### config.mk
export PLATFORM = sky130hd
export DESIGN_NAME = warp_issue_sched
export DESIGN_NICKNAME = d
export VERILOG_FILES = /design/src/rtl/warp_issue_sched.sv
export SDC_FILE = /design/constraint.sdc
export NUM_CORES = 1
export LEC_CHECK = 0
export CAP_MARGIN = 40
export CORE_ASPECT_RATIO = 1.4
export CORE_MARGIN = 1
export CORE_UTILIZATION = 58
export DETAILED_ROUTE_END_ITERATION = 12
export PLACE_DENSITY = 0.93
export SLEW_MARGIN = 20
export SYNTH_ARGS = -nofsm -noshare
export SYNTH_HDL_FRONTEND = slang
export SYNTH_SLANG_ARGS = --single-unit
### constraint.sdc
create_clock -name clk -period 4.9 [get_ports clk]
set_input_delay 0.98 -clock clk [delete_from_list [all_inputs] [get_ports clk]]
set_output_delay 0.98 -clock clk [all_outputs]
set_load 0.01 [all_outputs]
### src/rtl/warp_issue_sched.sv
// warp_issue_sched: per-SM warp lifecycle tracking, replay-first round-robin issue arbitration and
// writeback-to-wup pulse generation. Optional macro AGING_PROMOTE_EN promotes long-waiting warps.

module warp_issue_slot #(
  parameter int AGE_LIMIT = 15,
  parameter int AGE_WIDTH = 4
) (
  input  logic clk,
  input  logic rst,
  input  logic start,
  input  logic grant,
  input  logic wb_hit,
  input  logic wb_contention,
  input  logic wb_exit,
  output logic busy,
  output logic is_ready,
  output logic is_replay,
  output logic aged,
  output logic wup,
  output logic err
);
  typedef enum logic [1:0] {IDLE = 2'd0, READY = 2'd1, INFLIGHT = 2'd2, REPLAY = 2'd3} wstate_e;
  wstate_e state_q, state_d;

  always_comb begin
    state_d = state_q;
    case (state_q)
      IDLE:          if (start) state_d = READY;
      READY, REPLAY: if (grant) state_d = INFLIGHT;
      INFLIGHT:      if (wb_hit) state_d = wb_contention ? REPLAY : (wb_exit ? IDLE : READY);
      default:       state_d = state_q;
    endcase
  end

  always_ff @(posedge clk or posedge rst)
    if (rst) state_q <= IDLE;
    else     state_q <= state_d;

  assign busy      = (state_q != IDLE);
  assign is_ready  = (state_q == READY);
  assign is_replay = (state_q == REPLAY);
  assign wup       = wb_hit & (state_q == INFLIGHT);
  // A start to a busy warp is dropped; a writeback to a non-INFLIGHT warp produces no wup.
  assign err       = (start & busy) | (wb_hit & (state_q != INFLIGHT));

`ifdef AGING_PROMOTE_EN
  logic [AGE_WIDTH-1:0] age_q, age_d;

  always_comb begin
    age_d = '0;
    if ((is_ready | is_replay) && !grant) age_d = (&age_q) ? age_q : age_q + 1'b1;
  end

  always_ff @(posedge clk or posedge rst)
    if (rst) age_q <= '0;
    else     age_q <= age_d;

  assign aged = (is_ready | is_replay) && (int'(age_q) >= AGE_LIMIT);
`else
  assign aged = 1'b0;
`endif
endmodule

module warp_issue_sched #(
  parameter int NUM_WARPS = 8,
  parameter int WID_WIDTH = $clog2(NUM_WARPS),
  parameter int AGE_LIMIT = 15,
  parameter int AGE_WIDTH = 4
) (
  input  logic                 clk,
  input  logic                 rst,
  input  logic [NUM_WARPS-1:0] warp_start,
  input  logic                 issue_ready,
  output logic                 issue_valid,
  output logic [WID_WIDTH-1:0] issue_wid,
  input  logic                 wb_valid,
  input  logic [WID_WIDTH-1:0] wb_wid,
  input  logic                 wb_contention,
  input  logic                 wb_exit,
  output logic [NUM_WARPS-1:0] wup_o,
  output logic                 contention_o,
  output logic [NUM_WARPS-1:0] warp_busy,
  output logic                 all_idle,
  output logic                 err
);
  typedef struct packed {
    logic                 found;
    logic [WID_WIDTH-1:0] wid;
  } pick_t;

  // First requester at or above ptr, wrapping; wid stays 0 when nothing is found.
  function automatic pick_t rr_pick(input logic [NUM_WARPS-1:0] req, input logic [WID_WIDTH-1:0] ptr);
    pick_t          p;
    logic [WID_WIDTH:0] sum;
    p = '0;
    for (int k = 0; k < NUM_WARPS; k++) begin
      sum = {1'b0, ptr} + (WID_WIDTH+1)'(k);
      if (sum >= (WID_WIDTH+1)'(NUM_WARPS)) sum = sum - (WID_WIDTH+1)'(NUM_WARPS);
      if (!p.found && req[sum[WID_WIDTH-1:0]]) begin
        p.found = 1'b1;
        p.wid   = sum[WID_WIDTH-1:0];
      end
    end
    return p;
  endfunction

  logic [NUM_WARPS-1:0] busy, rdy, rep, aged, wup_d, err_v, grant, wb_hit;
  logic [WID_WIDTH-1:0] ptr_q, ptr_d;
  logic [NUM_WARPS-1:0] wup_q;
  logic                 contention_q, contention_d, err_q, err_d;
  pick_t                p_aged, p_rep, p_rdy, win;

  for (genvar i = 0; i < NUM_WARPS; i++) begin : g_warp
    warp_issue_slot #(.AGE_LIMIT(AGE_LIMIT), .AGE_WIDTH(AGE_WIDTH)) u_slot (
      .clk          (clk),
      .rst          (rst),
      .start        (warp_start[i]),
      .grant        (grant[i]),
      .wb_hit       (wb_hit[i]),
      .wb_contention(wb_contention),
      .wb_exit      (wb_exit),
      .busy         (busy[i]),
      .is_ready     (rdy[i]),
      .is_replay    (rep[i]),
      .aged         (aged[i]),
      .wup          (wup_d[i]),
      .err          (err_v[i])
    );
  end

  always_comb begin
    p_aged = rr_pick(aged, ptr_q);
    p_rep  = rr_pick(rep, ptr_q);
    p_rdy  = rr_pick(rdy, ptr_q);
    win    = p_aged.found ? p_aged : (p_rep.found ? p_rep : p_rdy);
  end

  assign issue_valid = win.found;
  assign issue_wid   = win.wid;
  assign grant       = (issue_valid && issue_ready) ? (NUM_WARPS'(1) << issue_wid) : '0;
  assign wb_hit      = wb_valid ? (NUM_WARPS'(1) << wb_wid) : '0;

  always_comb begin
    ptr_d = ptr_q;
    if (issue_valid && issue_ready)
      ptr_d = (issue_wid == WID_WIDTH'(NUM_WARPS-1)) ? '0 : issue_wid + 1'b1;
    contention_d = wb_valid & wb_contention;
    err_d        = err_q | (|err_v);
  end

  always_ff @(posedge clk or posedge rst)
    if (rst) begin
      ptr_q        <= '0;
      wup_q        <= '0;
      contention_q <= 1'b0;
      err_q        <= 1'b0;
    end else begin
      ptr_q        <= ptr_d;
      wup_q        <= wup_d;
      contention_q <= contention_d;
      err_q        <= err_d;
    end

  assign wup_o        = wup_q;
  assign contention_o = contention_q;
  assign err          = err_q;
  assign warp_busy    = busy;
  assign all_idle     = ~|busy;
endmodule

Yosys cells after proc, flatten, opt, wreduce, memory -nomap -nowiden
Memories as Yosys holds them, arrays and structs flattened.
Cells that the tools add are included.
{"block": "totals", "wordCells": 334, "mem_bits_ro": 64, "output_inout_bits": 23, "reg_bits": 29, "memories": 8}
{"block": "classes", "n_mux": 111, "n_shift": 2, "n_reduce_logical": 78, "n_addsub": 16, "bitwise": 34, "eq_ne": 57, "magnitude_cmp": 16}
{"memory": "(name not given)", "depth": 8, "width": 1, "rd": 1, "rd_ports_with_merged_regs": 0, "wr": 0, "line_no": "99", "source": "if (!p.found && req[sum[WID_WIDTH-1:0]]) begin"}
{"memory": "(name not given)", "depth": 8, "width": 1, "rd": 1, "rd_ports_with_merged_regs": 0, "wr": 0, "line_no": "99"}
{"memory": "(name not given)", "depth": 8, "width": 1, "rd": 1, "rd_ports_with_merged_regs": 0, "wr": 0, "line_no": "99"}
{"memory": "(name not given)", "depth": 8, "width": 1, "rd": 1, "rd_ports_with_merged_regs": 0, "wr": 0, "line_no": "99"}
{"memory": "(name not given)", "depth": 8, "width": 1, "rd": 1, "rd_ports_with_merged_regs": 0, "wr": 0, "line_no": "99"}
{"memory": "(name not given)", "depth": 8, "width": 1, "rd": 1, "rd_ports_with_merged_regs": 0, "wr": 0, "line_no": "99"}
{"memory": "+2 memories"}
{"cell": "two-way mux 4 bit", "count": 26}
{"cell": "!= test 2 bit (second input constant)", "count": 32}
{"cell": "two-way mux 2 bit", "count": 25}
{"cell": "binary-select mux 1 bit (select 3 bit)", "count": 16}
{"cell": "one-hot mux 2 bit (3 select lines)", "count": 8}
{"cell": "== test 2 bit (second input constant)", "count": 16}
{"cell": "less-than comparator 3 x 4 -> 1 bit (second input constant)", "count": 8}
{"cell": ">= comparator 4 bit (second input constant)", "count": 7}
{"cell": "two-way mux 3 bit", "count": 9}
{"cell": "bitwise AND 1 bit", "count": 25}
{"cell": "two-way mux 1 bit", "count": 25}
{"cell": "AND reduction 3 bit", "count": 8}
{"cell": "subtractor 3 x 1 -> 3 bit (second input constant)", "count": 8}
{"cell": "logical AND 1 bit", "count": 22}
{"cell": "zero test 1 bit", "count": 22}
{"cell": "adder 3 x 3 -> 4 bit (second input constant)", "count": 4}
{"cell": "== test 2 x 1 -> 1 bit (second input constant)", "count": 8}
{"cell": "zero test 2 bit", "count": 8}
{"cell": "two-way mux 8 bit", "count": 2}
{"cell": "nonzero test 2 bit", "count": 8}
{"cell": "OR reduction 2 bit", "count": 8}
{"cell": "OR reduction 8 bit", "count": 2}
{"cell": "left shift 1 x 3 -> 8 bit (first input constant)", "count": 2}
{"cell": "OR 1 bit", "count": 9}
{"cell": "other kinds (5)", "count": 6}

Depth between registers and ports, before layout
Gate-level depths: netlist of run 1.
{"block": "logic_depth", "depth_word": 32, "ltp_mapped": 17, "ltp_nobuf": 15}

By module
From an unflattened synthesis of run 1, not the netlist that was laid out.
{"block": "unflattened", "hier_cells": 567, "area_unflattened_um2": 4810.9}
{"module": "warp_issue_sched", "cells_each": 391, "area_per_inst_um2": 3449.6, "instances": 1}
{"module": "warp_issue_slot", "cells_each": 22, "area_per_inst_um2": 170.2, "instances": 8}

Worst setup path after synthesis of run 1
No wires, ideal clock.
{"block": "synth_path", "kind": "register to output", "from": "register ptr_q[1]", "to": "output port issue_wid[0]", "arrival_ps": 3357, "setup_slack_ps": 563, "stages_incl_launch_ff": 12, "path_cell_list": "dfrtp_1 inv_1 buf_1 ha_1 xor2_1 mux4_1 and4bb_1 and2_1 a21boi_2 o32ai_1 a31oi_1 inv_1"}
{"block": "synth_via", "elab_chain_len": 28, "word_cells_on_any_way": 147}
{"item": "start, declared", "line_no": "108", "source": "logic [WID_WIDTH-1:0] ptr_q, ptr_d;"}
{"item": "start signal, assigned", "line_no": "158", "source": "ptr_q <= ptr_d;"}
{"item": "branches (longest 27 deep; another with adder 3 x 1 -> 4 bit)"}
{"item": "two-way mux 4 bit (*)", "line_no": "135", "source": "win = p_aged.found ? p_aged : (p_rep.found ? p_rep : p_rdy);"}
{"item": "end, declared", "line_no": "75", "source": "output logic [WID_WIDTH-1:0] issue_wid,"}
Mark *: on every way between the ends. The select of a mux whose other input is x is not followed.

Worst setup path in the final report of run 1
{"block": "layout_path", "from": "register g_warp[2].u_slot.state_q[0]", "to": "output port issue_wid[0]"}
{"block": "layout_via", "elab_chain_len": 27, "word_cells_on_any_way": 80}
{"item": "start, declared", "line_no": "23", "source": "wstate_e state_q, state_d;"}
{"item": "start signal, assigned", "line_no": "37", "source": "else state_q <= state_d;"}
{"item": "== test 2 x 1 -> 1 bit / == test 2 bit (equally long branches)", "line_no": "40, 41"}
{"item": "binary-select mux 1 bit (select 3 bit)", "line_no": "99"}
{"item": "two-way mux 1 bit (implied by the code)", "line_no": "99"}
{"item": "two-way mux 4 bit", "line_no": "99"}
{"item": "zero test 1 bit", "line_no": "99"}
{"item": "logical AND 1 bit", "line_no": "99"}
{"item": "two-way mux 4 bit", "line_no": "99"}
{"item": "zero test 1 bit", "line_no": "99"}
{"item": "(+10 left out)"}
{"item": "two-way mux 4 bit", "line_no": "99"}
{"item": "zero test 1 bit", "line_no": "99"}
{"item": "logical AND 1 bit", "line_no": "99"}
{"item": "two-way mux 4 bit", "line_no": "99"}
{"item": "zero test 1 bit", "line_no": "99"}
{"item": "logical AND 1 bit", "line_no": "99"}
{"item": "two-way mux 4 bit", "line_no": "99"}
{"item": "two-way mux 4 bit (*) (2 in series)", "line_no": "135"}
Every way passes the cells marked *; elsewhere a longest branch is shown, timed or not. The select of a mux whose other input is x is not followed.

==> results of run 1 <==
==> flip-flops by register name (all words and copies together), names as in the netlist <==
signal and count:
g_warp.u_slot.state_q 16, err 1, wup_o 8, contention_o 1
ptr_q 3
==> worst min path at each step <==
stage                              end  slack (ns)                                     from
floorplan           wup_o[0]$_DFF_PP0_        0.55  g_warp[0].u_slot.state_q[0]$_DFFE_PP0P_
global placement    wup_o[4]$_DFF_PP0_        0.59  g_warp[4].u_slot.state_q[0]$_DFFE_PP0P_
detailed placement  wup_o[7]$_DFF_PP0_        0.60  g_warp[7].u_slot.state_q[0]$_DFFE_PP0P_
CTS                 wup_o[7]$_DFF_PP0_        0.62  g_warp[7].u_slot.state_q[0]$_DFFE_PP0P_
global route        wup_o[7]$_DFF_PP0_        0.67  g_warp[7].u_slot.state_q[0]$_DFFE_PP0P_
finish                   err$_DFF_PP0_        0.65                            err$_DFF_PP0_
==> cell usage after synthesis (all sizes together), types with 4 or more instances <==
| cell type | count | area (µm²) |
|---|---|---|
| nand2b | 10 | 77.6 |
| o31ai | 4 | 30.0 |
| a22o | 5 | 43.8 |
| mux2 | 8 | 90.1 |
| mux2i | 25 | 263 |
| nand2 | 33 | 124 |
| dfrtp | 29 | 726 |
| inv | 22 | 82.6 |
| nor2 | 23 | 86.3 |
| or2 | 9 | 56.3 |
| a21oi | 22 | 110 |
| o21ai | 30 | 150 |
| clkbuf | 12 | 45.0 |
| buf | 28 | 201 |
| nor3b | 6 | 45.0 |
| mux4 | 24 | 556 |
| ha | 6 | 75.1 |
| nor2b | 11 | 68.8 |
| nand3 | 15 | 80.1 |
| o22ai | 4 | 25.0 |
| nor3 | 9 | 55.1 |
| a2bb2oi | 4 | 35.0 |
| and2 | 5 | 33.8 |
==> area by class of cell <==
class                      count  area [µm²]  area share
tap                           72        90.1      0.0209
sequential                    29         728       0.169
multi-input combinational    325        2690       0.624
clock buffer                   5        68.8      0.0160
inverter                      22        82.6      0.0192
timing repair buffer          61         583       0.135
clock inverter                 3        65.1      0.0151
==> critical path, delay by kind of cell, from the launching register on <==
family	cells	cell delay [ns]
mux	1	0.57
simple gates	4	0.95
buf+inv	3	0.80
compound gates	3	0.66
flops	1	0.50
==> cells by family after synthesis <==
family,after synthesis
simple gates,148
buf+inv,62
flops,29
fa+ha+maj,6
compound gates,110
mux,57
xor+xnor,4
==> repair_timing <==
action                                  in CTS  in global routing
buffers inserted                             0                  4
pin swaps                                    0                  1
endpoints found under the setup margin       2                  2
gates resized for setup                      1                 12
hold endpoints to repair                     0                  0
==> routing by layer <==
metal	track usage	up-vias	routed length [µm]	share of wire
met5	0	-	0	0
met4	0.240	0	653	0.054
met3	0.0436	67	935	0.078
met2	0.674	280	6320	0.53
met1	0.375	1781	4130	0.34
li1	-	1628	-	-
==> metrics by stage <==
stage | setup TNS [ns] | cell area (µm²) | hold slack (ns) | instances | worst slack [ns]
after floorplan | 0 | 3700 | 0.548 | 416 | 0.563
final | 0 | 4310 | 0.649 | 517 | 0.165
after global placement | 0 | 4060 | 0.590 | 504 | 0.336
after global routing | -0.00105 | 4310 | 0.668 | 517 | -0.00105
after detailed placement | 0 | 4090 | 0.601 | 505 | 0.247
after CTS | 0 | 4230 | 0.620 | 513 | 0.0446
==> metrics.md, run 1 <==
| Metric | Value |
|---|---|
| Total core area | `roughly 0.0062 mm²` |
| Final Cycle Share | `0.966` |
| Die W | `69.5 µm` |
| Mapped Nets | `roughly 440` |
| Crit Reg-Reg Startpoint | `ptr_q[0]$_DFFE_PP0P_` |
| Post-route DRC | `0` |
| Die area | `about 0.0067 mm²` |
| Total GRT Usage | `0.358` |
| Adder-cell share of the synthesized area | `0.0203` |
| Worst min-delay path class | `reg2reg` |
| Rel. slew slack | `0.578` |
| CTS buffer count | `5` |
| CP arrival | `around 3.8 ns` |
| Status | `complete, no violations` |
| Crit start category | `flop` |
| Mux cell area share after synthesis | `0.245` |
| Worst stage delay on the critical path | `0.57 ns` |
| Avg Cell Area, Syn | `8.90 µm²` |
| CP Class | `reg2out` |
| Area grow syn2layout | `16.4%` |
| Final wirelength | `12.0 mm` |
| CTS hold repair buffers | `0` |
| Gp weighted congestion | `~0.95` |
| Layout Utilization | `0.698` |
| Slew @ Worst Pin | `0.631 ns` |
| Antenna Cells | `0` |
| Via count | `between 3,000 and 4,000` |
| Reg2reg end | `ptr_q[1]$_DFFE_PP0P_` |
| Vias in the first global route | `3,706` |
| Top Ports | `40` |
| Initial Utilization | `0.600` |
| Yosys warns | `0` |
| First-pass GRT wire length | `18.5 mm` |
| Most common cell on crit path | `nand2_1` |
| FF-to-FF setup slack | `around 1.3 ns` |
| Simple-gate share of the synthesized area | `0.234` |
| CTS tree | `done` |
| Crit-path cells | `nand2_1 > o21ai_1 > mux4_2 > nor4b_4 > and2_1 > nand2_1 > o31ai_1 > a31oi_1 > buf_4 > inv_1 > clkdlybuf4s50_1` |
| Mapped Cells | `roughly 420` |
| CTS H-tree depth | `2` |
| Wire per inst | `23.3 µm` |
| Worst-Skew Late Latency | `0.29 ns` |
| 1st-pass router iterations | `5` |
| DRT antenna net count | `0` |
| Clock sink count | `29` |
| Input/output buffers | `39` |
| Clock Path Buffers | `2` |
| Async set-reset flop share out of synthesis | `1.00` |
| Final nets | `467` |
| Mapped Area | `0.00370 mm²` |
| Synth unique cells | `79` |
| Vias per inst | `~7.3` |
| CP Capture Type | `output pin` |
| Largest net degree at the start of global routing | `32` |
| Final Hold Viols | `0` |
| Commonest non-fill, non-tap cell in the layout | `clkdlybuf4s50_1` |
| XOR/XNOR share of the synthesized area | `0.0135` |
| WHS Path Cells | `3` |
| Total grt overflow | `0` |
| Main combinational cell family by area after synthesis | `multiplexers` |
| Top_reg_cell synth | `dfrtp_1` |
| DP Wirelength | `8.66 mm` |
| CP endpoint | `issue_wid[0]` |
| Post-synthesis compound-gate area fraction | `0.202` |
| CP required | `3.92 ns` |
| FP Rows | `34` |
| Worst-path clk slew | `around 0.070 ns` |
| Number of synthesized flops with an enable pin | `0` |
| Most frequent cells in the layout | `clkdlybuf4s50_1, nand2_1, o21ai_0, dfrtp_1, nor2_1` |
| Critical Path Source | `g_warp[2].u_slot.state_q[0]$_DFFE_PP0P_` |
| Seq/Total Area, Yosys | `0.196` |
| FMAX | `211 MHz` |
| Slowest cell on the critical path | `mux4_2` |
| Final setup vio count | `0` |
| Die height | `96.5 µm` |
| Crit Path Max Fanout | `10` |
| Final slew viol count | `0` |
| Layout cell share with drive strength beyond 1 | `0.209` |
| CTS root buffer | `clkbuf_8` |
| Minimum clock period | `4.74 ns` |
| Max-cap violations | `0` |
| # fillers | `430` |
| Clock Skews | `0.00450 ns` |
| Antenna violations before repair | `0` |
| Number of synthesized register bits | `29` |
| Initial DRC count | `379` |
| Cells on worst reg2reg path | `14` |
Power of run 1 is left out: the tool's default activity adds up to more than one toggle a clock period on the data nets, which glitch-free logic cannot reach.
==> inputs of run 2 (changes only) <==
--- a/config.mk
+++ b/config.mk
@@ -5,12 +5,11 @@
 export SDC_FILE = /design/constraint.sdc
 export NUM_CORES = 1
 export LEC_CHECK = 0
-export CAP_MARGIN = 40
 export CORE_ASPECT_RATIO = 1.4
 export CORE_MARGIN = 1
-export CORE_UTILIZATION = 58
+export CORE_UTILIZATION = 49
 export DETAILED_ROUTE_END_ITERATION = 12
-export PLACE_DENSITY = 0.93
+export PLACE_DENSITY = 0.82
 export SLEW_MARGIN = 20
 export SYNTH_ARGS = -nofsm -noshare
 export SYNTH_HDL_FRONTEND = slang
==> constraint.sdc (replaced) <==
create_clock -name clk -period 5.3 [get_ports clk]
set_input_delay 1.06 -clock clk [delete_from_list [all_inputs] [get_ports clk]]
set_output_delay 1.06 -clock clk [all_outputs]
set_load 0.01 [all_outputs]
==> run 2 against run 1 <==
Sequential share of layout area increased by 0.43 points; clock skew about the same; core utilization decreased by 12 points; wire length decreased by 6.4%; clock-buffer cell count increased by 2; final cell count increased by 3.5%; first-iteration DRC count increased by 32%; critical path type unchanged; highest routed layer unchanged.
==> metrics.md, run 2 (synthesis results as in run 1) <==
| Metric | Value |
|---|---|
| FMAX | `196 MHz` |
| Top Ports | `40 (unchanged)` |
| Status | `complete, no violations (unchanged)` |
| Minimum clock period | `just over 5 ns` |
| Kind of cell adding the most delay to the critical path | `multiplexers (was simple AND/OR/NAND/NOR gates)` |
| WHS Path Cells | `1 (was 3)` |
| Post-route DRC | `0 (unchanged)` |
| Most frequent cells in the layout | `clkdlybuf4s50_1, nand2_1, o21ai_0, dfrtp_1, nor2_1 (unchanged)` |
| Setup tns final | `0 ns (unchanged)` |
| Final setup vio count | `0 (unchanged)` |
| CTS tree | `done (unchanged)` |
| Rel. slew slack | `0.456 (was 0.578)` |
| CP Capture Type | `output pin (unchanged)` |
| Final wirelength | `11.3 mm (was 12.0 mm)` |
| Worst-Skew Late Latency | `0.28 ns (was 0.29 ns)` |
| Die height | `105 µm (was 96.5 µm)` |
| Slew @ Worst Pin | `0.816 ns (was 0.631 ns)` |
| Clock Skews | `0.00402 ns (was 0.00450 ns)` |
| Layout cell share with drive strength beyond 1 | `0.187 (was 0.209)` |
| Wire per inst | `21.1 µm (was 23.3 µm)` |
| Slowest cell on the critical path | `dfrtp_4 (was mux4_2)` |
| FP Rows | `37 (was 34)` |
| Crit start category | `flop (unchanged)` |
| Vias per inst | `6.86 (was 7.26)` |
| Final instance area | `0.00422 mm² (was 0.00431 mm²)` |
| 1st-pass router iterations | `5 (unchanged)` |
| FF-to-FF setup slack | `1.24 ns (was 1.25 ns)` |
| Largest net degree at the start of global routing | `30 (was 32)` |
| Worst path bufs/invs | `2 (was 3)` |
| CTS buffer count | `5 (unchanged)` |
| Crit Reg-Reg Startpoint | `ptr_q[0]$_DFFE_PP0P_ (unchanged)` |
| Worst stage delay on the critical path | `0.60 ns (was 0.57 ns)` |
| Max-cap violations | `0 (unchanged)` |
| Final nets | `460 (was 467)` |
| Antenna Cells | `0 (unchanged)` |
| Register bank with the most flops | `g_warp.u_slot.state_q (unchanged)` |
| Post_cts resized | `0 (was 1)` |
| # fillers | `663 (was 430)` |
| Initial DRC count | `500 (was 379)` |
| Crit Path Max Fanout | `18 (was 10)` |
| Hold wc startpoint | `g_warp[4].u_slot.state_q[0]$_DFFE_PP0P_ (was err$_DFF_PP0_)` |
| Hold Path Sink | `wup_o[4]$_DFF_PP0_ (was err$_DFF_PP0_)` |
| Placed cell count | `527 (was 505)` |
| Final Hold Viols | `0 (unchanged)` |
| Final Cycle Share | `0.962` |
| Total core area | `0.00731 mm² (was 0.00617 mm²)` |
| Post-CTS setup repair buffer count | `0 (unchanged)` |
| Placed instance area | `0.00408 mm² (was 0.00409 mm²)` |
| Vias in the first global route | `3,526 (was 3,706)` |
| Clock Path Buffers | `2 (unchanged)` |
| CTS H-tree depth | `2 (unchanged)` |
| Via count | `3,668 (was 3,756)` |
| RSZ-0062 raised after global routing | `no` |
| First-pass GRT wire length | `17.5 mm (was 18.5 mm)` |
| Total GRT Usage | `0.295 (was 0.358)` |
| Input/output buffers | `39 (unchanged)` |
| CP Class | `reg2out (unchanged)` |
| Cells on worst reg2reg path | `13 (was 14)` |
| Die W | `75.5 µm (was 69.5 µm)` |
| Initial Utilization | `0.506 (was 0.600)` |
| Commonest non-fill, non-tap cell in the layout | `clkdlybuf4s50_1 (unchanged)` |
| Area grow syn2layout | `13.9% (was 16.4%)` |
| Clock sink count | `29 (unchanged)` |
| Crit-path cells | `ha_1 > xnor2_4 > mux4_2 > mux2i_1 > and4bb_1 > and2_1 > a21boi_2 > o32ai_1 > a31oi_1 > inv_1 > clkdlybuf4s50_1 (was nand2_1 > o21ai_1 > mux4_2 > nor4b_4 > and2_1 > nand2_1 > o31ai_1 > a31oi_1 > buf_4 > inv_1 > clkdlybuf4s50_1)` |
| Final slew viol count | `0 (unchanged)` |
| Max reg flops | `16 (unchanged)` |
| Gp weighted congestion | `1.01 (was 0.954)` |
| Worst min-delay path class | `reg2reg (unchanged)` |
| Reg2reg end | `ptr_q[1]$_DFFE_PP0P_ (unchanged)` |
| CP arrival | `4.04 ns (was 3.76 ns)` |
| Antenna violations before repair | `0 (unchanged)` |
| Total grt overflow | `0 (unchanged)` |
| Final cell count without fillers | `535 (was 517)` |
| Die area | `0.00791 mm² (was 0.00671 mm²)` |
| DRT antenna net count | `0 (unchanged)` |
| CP required | `4.24 ns (was 3.92 ns)` |
| CTS hold repair buffers | `0 (unchanged)` |
| Worst-path clk slew | `0.07 ns (about the same)` |
| DP Wirelength | `8.42 mm (was 8.66 mm)` |
| CTS root buffer | `clkbuf_8 (unchanged)` |
run 2: worst reg2reg max path: stages (launching register included):
cell	delay, ns
dfrtp_4	0.60
ha_1	0.36
xnor2_4	0.27
mux4_2	0.35
mux2i_1	0.36
and4bb_1	0.26
and2_1	0.22
a21boi_2	0.17
o32ai_1	0.13
a31oi_1	0.39
nor2_1	0.13
ha_1	0.23
or3_1	0.34
o21ai_0	0.13
run 2: layout make-up:
class	count	area (µm²)	share of cell area
clock inverter	1	5.00	0.00119
multi-input combinational	325	2670	0.634
clock buffer	7	96.3	0.0229
timing repair buffer	54	507	0.120
sequential	29	731	0.173
tap	97	121	0.0288
inverter	22	82.6	0.0196
run 2: per-stage QoR:
stage / setup slack, ns / utilization / hold slack (ns)
after floorplan: 0.883 / - / 0.548
after global placement: 0.541 / 0.558 / 0.586
after detailed placement: 0.461 / 0.558 / 0.591
after CTS: 0.141 / 0.572 / 0.611
after global routing: 0.0447 / 0.576 / 0.653
final: 0.201 / 0.576 / 0.620
run 2: worst max path at each step:
stage | depth (start not counted) | slack, ns | endpoint | start
after floorplan | 11 | 0.88 | issue_wid[0] | ptr_q[1]$_DFFE_PP0P_
after global placement | 11 | 0.54 | issue_wid[0] | ptr_q[0]$_DFFE_PP0P_
after detailed placement | 11 | 0.46 | issue_wid[0] | ptr_q[1]$_DFFE_PP0P_
after CTS | 11 | 0.14 | issue_wid[0] | ptr_q[1]$_DFFE_PP0P_
after global routing | 11 | 0.04 | issue_wid[0] | ptr_q[0]$_DFFE_PP0P_
final | 11 | 0.20 | issue_wid[0] | ptr_q[0]$_DFFE_PP0P_
run 2: layer usage:
metal / track usage / up-vias / wire length [µm]
met1: 0.343 / 1797 / 4020
met5: 0 / - / 0
met2: 0.500 / 207 / 5840
met3: 0.0174 / 56 / 610
met4: 0.202 / 0 / 791
li1: - / 1608 / -
Power of run 2 is left out for the same reason.
==> inputs of run 3 (changes only) <==
--- a/config.mk
+++ b/config.mk
@@ -5,11 +5,13 @@
 export SDC_FILE = /design/constraint.sdc
 export NUM_CORES = 1
 export LEC_CHECK = 0
+export CELL_PAD_IN_SITES_DETAIL_PLACEMENT = 1
+export CELL_PAD_IN_SITES_GLOBAL_PLACEMENT = 1
 export CORE_ASPECT_RATIO = 1.4
 export CORE_MARGIN = 1
-export CORE_UTILIZATION = 49
+export CORE_UTILIZATION = 45
 export DETAILED_ROUTE_END_ITERATION = 12
-export PLACE_DENSITY = 0.82
+export PLACE_DENSITY = 0.94
 export SLEW_MARGIN = 20
 export SYNTH_ARGS = -nofsm -noshare
 export SYNTH_HDL_FRONTEND = slang
==> run 3 against run 2 <==
Flip-flop and latch count is the same; clock skew grew 0.0032 ns; fmax shrank 1.8%; global-route usage grew 3.5 points; critical path type unchanged; largest cell class unchanged.
==> metrics.md, run 3 (synthesis results as in run 1) <==
| Metric | Value |
|---|---|
| Layout cell share with drive strength beyond 1 | `0.194 (was 0.187)` |
| Total grt overflow | `0 (unchanged)` |
| FMAX | `193 MHz (was 196 MHz)` |
| Top Usage Layer GRT | `met2 (unchanged)` |
| Final hold slack | `0.651 ns (was 0.620 ns)` |
| CTS hold repair buffers | `0 (unchanged)` |
| CP arrival | `4.13 ns (was 4.04 ns)` |
| Clock Skews | `0.00721 ns (was 0.00402 ns)` |
| FF+latch area | `727 µm² (was 731 µm²)` |
| Final instance area | `0.00426 mm² (was 0.00422 mm²)` |
| Vias per inst | `6.94 (was 6.86)` |
| Crit Path Max Fanout | `8 (was 18)` |
| Critical Path Source | `ptr_q[1]$_DFFE_PP0P_ (was ptr_q[0]$_DFFE_PP0P_)` |
| Final Hold Viols | `0 (unchanged)` |
| Rel. slew slack | `0.559 (was 0.456)` |
| Place WS | `0.237 ns (was 0.461 ns)` |
| Die height | `109 µm (was 105 µm)` |
| DP Wirelength | `10.3 mm (was 8.42 mm)` |
| CP Capture Type | `output pin (unchanged)` |
| CP endpoint | `issue_wid[0] (unchanged)` |
| CP Class | `reg2out (unchanged)` |
| CTS root buffer | `clkbuf_8 (unchanged)` |
| Gp weighted congestion | `0.934 (was 1.01)` |
| Clock sink count | `29 (unchanged)` |
| Wire per inst | `25.4 µm (was 21.1 µm)` |
| Worst-path clk slew | `0.07 ns (about the same)` |
| Layout Utilization | `0.544 (was 0.576)` |
| Register bank with the most flops | `g_warp.u_slot.state_q (unchanged)` |
| CTS H-tree depth | `2 (unchanged)` |
| FP Rows | `38 (was 37)` |
| Crit Reg-Reg Startpoint | `ptr_q[1]$_DFFE_PP0P_ (was ptr_q[0]$_DFFE_PP0P_)` |
| Area of the multi-input gates | `0.00268 mm² (was 0.00267 mm²)` |
| Minimum clock period | `5.19 ns (was 5.10 ns)` |
| Input/output buffers | `39 (unchanged)` |
| Die area | `0.00860 mm² (was 0.00791 mm²)` |
| Reg2reg end | `ptr_q[1]$_DFFE_PP0P_ (unchanged)` |
| Slew @ Worst Pin | `0.661 ns (was 0.816 ns)` |
| Top Ports | `40 (unchanged)` |
| Area grow syn2layout | `15.2% (was 13.9%)` |
| Final setup vio count | `0 (unchanged)` |
| First-pass GRT wire length | `21.1 mm (was 17.5 mm)` |
| Total GRT Usage | `0.330 (was 0.295)` |
| CP required | `4.24 ns (about the same)` |
| Final Cycle Share | `0.979 (was 0.962)` |
| 1st-pass router iterations | `5 (unchanged)` |
| Worst-Skew Late Latency | `0.29 ns (was 0.28 ns)` |
| Die W | `78.6 µm (was 75.5 µm)` |
| Met3 Use GR | `0.0423 (was 0.0174)` |
| Setup ws final | `0.109 ns (was 0.201 ns)` |
| FF-to-FF setup slack | `1.20 ns (was 1.24 ns)` |
| Vias in the first global route | `4,047 (was 3,526)` |
| Via count | `3,768 (was 3,668)` |
| Total core area | `0.00785 mm² (was 0.00731 mm²)` |
| Antenna Cells | `0 (unchanged)` |
| Max reg flops | `16 (unchanged)` |
| Met1 Track Usage GR | `0.337 (was 0.343)` |
| DRT antenna net count | `0 (unchanged)` |
| Final wirelength | `13.8 mm (was 11.3 mm)` |
| CTS tree | `done (unchanged)` |
| GR Util met2 | `0.592 (was 0.500)` |
| Cells on worst reg2reg path | `13 (unchanged)` |
| Placed instance area | `0.00408 mm² (about the same)` |
| Initial Utilization | `0.472 (was 0.506)` |
| Final slew viol count | `0 (unchanged)` |
| Post-route DRC | `0 (unchanged)` |
| Most frequent cells in the layout | `clkdlybuf4s50_1, nand2_1, dfrtp_1 (was clkdlybuf4s50_1, nand2_1, o21ai_0, dfrtp_1, nor2_1)` |
| Status | `complete, no violations (unchanged)` |
| Crit start category | `flop (unchanged)` |
| # fillers | `927 (was 663)` |
| Largest net degree at the start of global routing | `38 (was 30)` |
| Antenna violations before repair | `0 (unchanged)` |
| Worst min-delay path class | `reg2reg (unchanged)` |
| Final nets | `465 (was 460)` |
| Initial DRC count | `314 (was 500)` |
| Clock Path Buffers | `2 (unchanged)` |
| Commonest non-fill, non-tap cell in the layout | `clkdlybuf4s50_1 (unchanged)` |
| CTS buffer count | `5 (unchanged)` |
| Max-cap violations | `0 (unchanged)` |
## run 3: through the flow
| stage | cells | setup TNS [ns] |
|---|---|---|
| 2_1_floorplan | 416 | 0 |
| 3_3_place_gp | 530 | 0 |
| 3_5_place_dp | 530 | 0 |
| 4_1_cts | 538 | 0 |
| 5_1_grt | 543 | -0.0375 |
| 6_report | 543 | 0 |
## run 3: timing repair
action,in CTS,in global routing
endpoints found under the setup margin,1,1
resized for setup,3,5
setup buffers,0,5
gates cloned,0,0
hold endpoints to repair,0,0
## run 3: how the worst min path moves through the flow
stage	end	slack, ns	from	depth (start not counted)
after global routing	err$_DFF_PP0_	0.67	err$_DFF_PP0_	3
final	wup_o[4]$_DFF_PP0_	0.65	g_warp[4].u_slot.state_q[0]$_DFFE_PP0P_	1
after floorplan	wup_o[0]$_DFF_PP0_	0.55	g_warp[0].u_slot.state_q[0]$_DFFE_PP0P_	2
after global placement	wup_o[4]$_DFF_PP0_	0.59	g_warp[4].u_slot.state_q[0]$_DFFE_PP0P_	1
after CTS	wup_o[4]$_DFF_PP0_	0.65	g_warp[4].u_slot.state_q[0]$_DFFE_PP0P_	1
after detailed placement	err$_DFF_PP0_	0.60	err$_DFF_PP0_	3
## run 3: metal layers
metal | up-vias | wire, µm
met5 | - | 0
met4 | 0 | 1130
met3 | 88 | 644
met2 | 191 | 7120
met1 | 1865 | 4870
li1 | 1624 | -
## run 3: final cells by class
type	instances	area share
well taps	100	0.0293
multi-input cells	325	0.629
clock buffers	7	0.0226
inverters	22	0.0194
flip-flops and latches	29	0.170
clock inverters	1	0.00117
repair buffers	59	0.129
## run 3: worst max-delay path, cell delays in order (launching register included)
cell             delay [ns]
dfrtp_1                0.53
ha_1                   0.44
xor2_4                 0.32
mux4_2                 0.28
mux2_2                 0.19
o22ai_1                0.10
a2111oi_0              0.46
a21boi_2               0.29
o32ai_1                0.17
a31oi_2                0.40
inv_1                  0.15
clkdlybuf4s50_1        0.51
Power of run 3 is left out for the same reason.
